**src/rtl/bcd_display_scanner.sv**
```systemverilog
// bcd_display_scanner
//   Time-multiplexes a three-digit BCD value onto a common-anode 7-segment
//   display. The scan order is ones, tens, hundreds. An all-off guard gap
//   separates the digit slots to prevent ghosting.
//   A snapshot of the digits, the overflow flag and lzb is taken as each frame
//   begins. All three slots of a frame therefore show one consistent value.
//
// Parameters
//   DIV   : cycles each digit is driven per slot (>= 1)
//   GUARD : all-off cycles between slots (>= 1)
// Ports
//   clk       : clock, rising edge
//   reset     : asynchronous active-high reset
//   ones      : BCD units digit
//   tens      : BCD tens digit
//   hundreds  : BCD hundreds digit
//   ovf_in    : counter-chain carry-out pulse
//   clear_ovf : synchronous clear of the sticky overflow flag
//   lzb       : leading-zero blanking enable
//   an        : digit enables, active-low (an[0]=ones, an[1]=tens, an[2]=hundreds)
//   seg       : segments {g,f,e,d,c,b,a}, active-low
//   dp        : decimal point, active-low (lit on hundreds when overflowed)
//   ovf       : sticky overflow flag
module bcd_display_scanner #(
  parameter int DIV   = 1000,
  parameter int GUARD = 8
) (
  input  logic       clk,
  input  logic       reset,
  input  logic [3:0] ones,
  input  logic [3:0] tens,
  input  logic [3:0] hundreds,
  input  logic       ovf_in,
  input  logic       clear_ovf,
  input  logic       lzb,
  output logic [2:0] an,
  output logic [6:0] seg,
  output logic       dp,
  output logic       ovf
);

  localparam int CNT_MAX = (DIV > GUARD) ? DIV : GUARD;
  localparam int CW      = (CNT_MAX > 1) ? $clog2(CNT_MAX) : 1;
  localparam logic [CW-1:0] DIV_LAST   = CW'(DIV - 1);
  localparam logic [CW-1:0] GUARD_LAST = CW'(GUARD - 1);
  localparam logic [6:0] SEG_OFF = 7'h7F;

  typedef enum logic {ST_SLOT, ST_GUARD} state_t;

  state_t      state_q, state_d;
  logic [1:0]  idx_q, idx_d;
  logic [CW-1:0] cnt_q, cnt_d;
  logic [3:0]  ones_q, ones_d, tens_q, tens_d, hund_q, hund_d;
  logic        sovf_q, sovf_d, lzb_q, lzb_d;
  logic        ovf_q, ovf_d;
  logic [2:0]  an_q, an_d;
  logic [6:0]  seg_q, seg_d;
  logic        dp_q, dp_d;
  logic        load_snap, blank_h, blank_t;

  function automatic logic [6:0] seg_decode(input logic [3:0] d);
    case (d)
      4'd0:    seg_decode = 7'h40;
      4'd1:    seg_decode = 7'h79;
      4'd2:    seg_decode = 7'h24;
      4'd3:    seg_decode = 7'h30;
      4'd4:    seg_decode = 7'h19;
      4'd5:    seg_decode = 7'h12;
      4'd6:    seg_decode = 7'h02;
      4'd7:    seg_decode = 7'h78;
      4'd8:    seg_decode = 7'h00;
      4'd9:    seg_decode = 7'h10;
      default: seg_decode = 7'h3F; // non-BCD shows a dash
    endcase
  endfunction

  always_comb begin
    state_d = state_q;
    idx_d   = idx_q;
    cnt_d   = cnt_q + 1'b1;
    if (state_q == ST_SLOT) begin
      if (cnt_q == DIV_LAST) begin
        state_d = ST_GUARD;
        cnt_d   = '0;
      end
    end else begin
      if (cnt_q == GUARD_LAST) begin
        state_d = ST_SLOT;
        cnt_d   = '0;
        idx_d   = (idx_q == 2'd2) ? 2'd0 : idx_q + 2'd1;
      end
    end

    // Snapshot on the edge that enters the ones slot.
    // The outputs use the
    // _d copies so that the first slot already shows the fresh value.
    load_snap = (state_q == ST_GUARD) && (cnt_q == GUARD_LAST) && (idx_d == 2'd0);
    ones_d = load_snap ? ones     : ones_q;
    tens_d = load_snap ? tens     : tens_q;
    hund_d = load_snap ? hundreds : hund_q;
    sovf_d = load_snap ? ovf_q    : sovf_q;
    lzb_d  = load_snap ? lzb      : lzb_q;

    // Setting the flag takes priority over clearing it.
    ovf_d = ovf_in | (ovf_q & ~clear_ovf);

    blank_h = lzb_d && (hund_d == 4'd0);
    blank_t = blank_h && (tens_d == 4'd0);

    an_d  = 3'b111;
    seg_d = SEG_OFF;
    dp_d  = 1'b1;
    if (state_d == ST_SLOT) begin
      case (idx_d)
        2'd0: begin
          an_d  = 3'b110;
          seg_d = seg_decode(ones_d);
        end
        2'd1: begin
          if (!blank_t) begin
            an_d  = 3'b101;
            seg_d = seg_decode(tens_d);
          end
        end
        2'd2: begin
          if (!blank_h) begin
            an_d  = 3'b011;
            seg_d = seg_decode(hund_d);
            dp_d  = ~sovf_d;
          end
        end
        default: ;
      endcase
    end
  end

  always_ff @(posedge clk or posedge reset) begin
    if (reset) begin
      state_q <= ST_GUARD;
      idx_q   <= 2'd2;  // first GUARD->SLOT advance lands on the ones slot
      cnt_q   <= '0;
      ones_q  <= '0;
      tens_q  <= '0;
      hund_q  <= '0;
      sovf_q  <= 1'b0;
      lzb_q   <= 1'b0;
      ovf_q   <= 1'b0;
      an_q    <= 3'b111;
      seg_q   <= SEG_OFF;
      dp_q    <= 1'b1;
    end else begin
      state_q <= state_d;
      idx_q   <= idx_d;
      cnt_q   <= cnt_d;
      ones_q  <= ones_d;
      tens_q  <= tens_d;
      hund_q  <= hund_d;
      sovf_q  <= sovf_d;
      lzb_q   <= lzb_d;
      ovf_q   <= ovf_d;
      an_q    <= an_d;
      seg_q   <= seg_d;
      dp_q    <= dp_d;
    end
  end

  assign an  = an_q;
  assign seg = seg_q;
  assign dp  = dp_q;
  assign ovf = ovf_q;

endmodule

```
**config.mk**
```make
export PLATFORM = sky130hd
export DESIGN_NAME = bcd_display_scanner
export DESIGN_NICKNAME = d
export VERILOG_FILES = /design/src/rtl/bcd_display_scanner.sv
export SDC_FILE = /design/constraint.sdc
export NUM_CORES = 1
export LEC_CHECK = 0
export ABC_AREA = 0
export BUFFER_PORTS_ARGS = -buffer_cell sky130_fd_sc_hd__buf_4
export CORE_AREA = 5 5 68 85
export CTS_BUF_LIST = sky130_fd_sc_hd__clkbuf_8 sky130_fd_sc_hd__clkbuf_16
export CTS_CLUSTER_SIZE = 8
export DETAILED_ROUTE_END_ITERATION = 7
export DIE_AREA = 0 0 73 90
export PLACE_DENSITY = 0.76
export SLEW_MARGIN = 25
export SYNTH_ARGS = -nofsm -noshare
export SYNTH_HDL_FRONTEND = slang
export SYNTH_SLANG_ARGS = --single-unit
```
**constraint.sdc**
```tcl
create_clock -name clk -period 2.9 [get_ports clk]
set_input_delay 0.435 -clock clk [delete_from_list [all_inputs] [get_ports clk]]
set_output_delay 0.435 -clock clk [all_outputs]
set_load 0.05 [all_outputs]
```
==> results.json <==
{
  "run_status": "finished clean",
  "fin_worst_skew_ns": 0.00925,
  "pin_slew_with_the_least_headroom_to_its_limit_ns": 0.604,
  "power_frac_seq_pct": 53.6,
  "maxCapViolations": 0,
  "layout.cells.most_common": "buf_4",
  "design_power_total_w": 0.00106,
  "multi_input_area_um2": 1370,
  "avgViaCountPerCell": 5.59,
  "grt_util_all_layers_pct": 18.8,
  "core_rows": 29,
  "ff_latch_area_um2": 992,
  "yosys_warnings": 0,
  "worst-r2r-setup-slack_ns": 0.15,
  "final_nets": 335,
  "post_synth_num_cell_types": 54,
  "layout_common_cells": "buf_4 (42), dfrtp_1 (26), nand2_1 (22), nor2_1 (20), ha_1 (19)",
  "vdd.ir_drop.worst_mv": 0.296,
  "cts_max_level": 2,
  "detail-route-antenna-nets": 0,
  "path_clk_slew_ns": 0.08,
  "die-width_um": 73,
  "initial_utilization_pct": 49.4,
  "cp.required_ns": 3.11,
  "power.static_leakage_nw": 1.43,
  "fraction_of_power_spent_switching_nets_pct": 26.5,
  "path_max_fanout": 11,
  "maxSlewHeadroom_pct": 59.5,
  "die_height_um": 90,
  "postSynthRegisterBits": 39,
  "synth_enable_flop_cells": 0,
  "floorplan.core_area_um2": 4930,
  "p_per_area_nw_per_um2": 366,
  "syn-mean-instance-area_um2": 9.63,
  "finalWorstPathRequiredPeriod_ns": 2.75,
  "clock-sinks": 39,
  "holdBufCountCts": 0,
  "end_kind": "register",
  "worstReg2RegEnd": "seg[0]",
  "dp_hpwl_mm": 4.43,
  "worst_ep_arrival_time_ns": 2.97,
  "main_flop_type_after_synthesis": "dfrtp_1",
  "cts_inserted_buffers": 5,
  "drc_errors": 0,
  "cell_internal_pwr_w": 0.000782,
  "combinational_cell_fraction_of_total_power_pct": 13.9,
  "ys_seq_area_share_pct": 40.7,
  "wire_per_inst_um": 15.9,
  "drt_first_pass_iters": 4,
  "timing_max_transition_violations_final": 0,
  "clockRootBuffer": "clkbuf_8",
  "finalSetupViolations": 0,
  "tritoncts_clock_tree": "yes",
  "num_io_pins": 29,
  "power_frac_clock_pct": 32.5,
  "postSynthNetCount": 289,
  "max_freq_ghz": 0.363,
  "clk-insertion-delay-late_ns": 0.29,
  "fillCellCount": 454,
  "globalplace.congestion": 0.851,
  "placed_cells_incl_taps": 353,
  "critical_path_class": "register to register",
  "die_area_um2": 6570,
  "async_flop_share_pct": 100,
  "pin_count_of_the_biggest_net_entering_global_routing": 40,
  "dr.first_iter.drc_count": 114,
  "drt_wl_total_mm": 5.75,
  "synthToLayoutAreaGrowth_pct": 19.5,
  "syn_area_um2": 2440,
  "grt_pass1_vias": 2084,
  "cp-start-kind": "register",
  "netlist_instances": 253,
  "cts_buffer_depth": 2,
  "insertedDiodeCount": 0,
  "timing_hold_violations_final": 0,
  "netSwitchingPower_w": 0.000282,
  "drive_above_1_share_pct": 25.3,
  "reg2reg_depth": 9,
  "first_pass_grt_wire_length_mm": 9.81,
  "final_worst_path_cycle_share_pct": 94.9,
  "gr-total-overflow": 0,
  "number_of_antenna_violations_at_the_first_check_in_global_routing": 0,
  "final-instance-count-excl-fill": 362,
  "rr_startpoint": "state_q",
  "port_buffers": 28,
  "min_path_type": "input pin to async pin",
  "routed-via-count": 2025
}
timing repair:
action                                  in CTS  in global routing
setup buffers                                0                  1
endpoints found under the setup margin       0                  4
gates resized for setup                      0                  3
endpoints found under the hold margin        0                  0
through the flow:
| stage | setup WS, ns | TNS [ns] | util [%] | instance area [um^2] | hold WS [ns] |
|---|---|---|---|---|---|
| floorplan | 0.00428 | 0 | - | 2440 | 0.435 |
| global placement | 0.115 | 0 | 56.9 | 2810 | 0.456 |
| detailed placement | 0.0518 | 0 | 56.9 | 2810 | 0.468 |
| CTS | 0.0356 | 0 | 58.5 | 2890 | 0.293 |
| global route | -0.00580 | -0.00580 | 59.0 | 2910 | 0.327 |
| finish | 0.148 | 0 | 59.0 | 2910 | 0.262 |
routing by layer:
metal | up-vias | GRT usage [%] | wire length [um] | share of wire [%]
met3 | 16 | 2.34 | 196 | 3.4
met5 | - | 0 | 0 | 0
met4 | 0 | 8.31 | 203 | 3.5
li1 | 1001 | - | - | -
met2 | 40 | 31.9 | 2950 | 51
met1 | 968 | 23.2 | 2410 | 42
cell usage after synthesis, types with 2 or more instances:
cell       count  share of area (%)
o21a_1         2               0.62
o21bai_1       4                1.2
xor2_1         6                2.2
nor3_1         7                1.4
nand2b_1       4                1.0
a21oi_1       16                3.3
inv_2          2               0.31
o21ai_1        2               0.41
and3_1         4                1.0
mux2i_1        9                3.7
o2111ai_1      2               0.72
a2111oi_0      2               0.72
nor2_1        20                3.1
mux2_2         3                1.4
a21boi_0       3               0.92
nand3_1        9                1.8
o31a_1         2               0.72
inv_1         14                2.2
a21o_1         7                2.2
o31ai_1        2               0.62
dfstp_2       13                 14
nand2_1       22                3.4
or3_1          3               0.77
o21ai_0       15                3.1
nand4_1        4                1.0
dfrtp_1       26                 27
o211ai_1       2               0.62
and4_1         2               0.72
a31oi_1        2               0.51
ha_1          19                9.8
clkbuf_1       2               0.31
registers in the layout, summed over array words and instances (netlist names):
signal   cells
idx_q        2
tens_q       4
hund_q       4
lzb_q        1
cnt_q       10
an           3
state_q      1
ovf          1
dp           1
seg          7
sovf_q       1
ones_q       4
worst max-delay path: stages, from the launching register on:
cell and delay, ns:
dfstp_2 0.57, nor2b_1 0.26, nand4_4 0.17, buf_6 0.20
mux2_2 0.30, inv_1 0.10, ha_1 0.23, a32o_1 0.27
o21bai_1 0.17, a2111o_1 0.40
power by group through the flow:
stage / registers [W] / clock network, W / logic (W)
after global placement: 0.000580 / 0 / 0.000147
after floorplan: 0.000609 / 0 / 0.0000630
after detailed placement: 0.000580 / 0 / 0.000149
after global routing: 0.000572 / 0.000378 / 0.000164
after CTS: 0.000570 / 0.000359 / 0.000150
final: 0.000570 / 0.000346 / 0.000148
cells by family (layout without fill, tap and decap cells):
| group | after synthesis | after routing | synth area share [%] |
|---|---|---|---|
| AO/OA/AOI/OAI | 67 | 67 | 17.9 |
| XOR/XNOR | 7 | 7 | 2.52 |
| adder cells (fa/ha/maj) | 19 | 19 | 9.76 |
| buffers and inverters | 20 | 67 | 3.39 |
| flip-flops | 39 | 39 | 40.7 |
| multiplexers | 14 | 14 | 6.57 |
| AND/OR/NAND/NOR | 87 | 87 | 19.1 |
worst max path at each step:
stage	startpoint	end	cells past startpoint
CTS	cnt_q[0]	seg[0]	10
global placement	cnt_q[0]	seg[0]	10
detailed placement	cnt_q[0]	seg[0]	10
finish	state_q	seg[0]	9
global route	cnt_q[0]	seg[0]	10
floorplan	cnt_q[0]	seg[0]	12
cell type report:
type / instances / share of cell area (%)
Multi-Input combinational cell: 194 / 47.2
Sequential cell: 39 / 34.1
Timing Repair Buffer: 43 / 11.2
Tap cell: 62 / 2.66
Clock buffer: 5 / 2.36
Inverter: 16 / 2.06
Clock inverter: 3 / 0.430
Note: power is estimated with default switching activity, not from simulation.
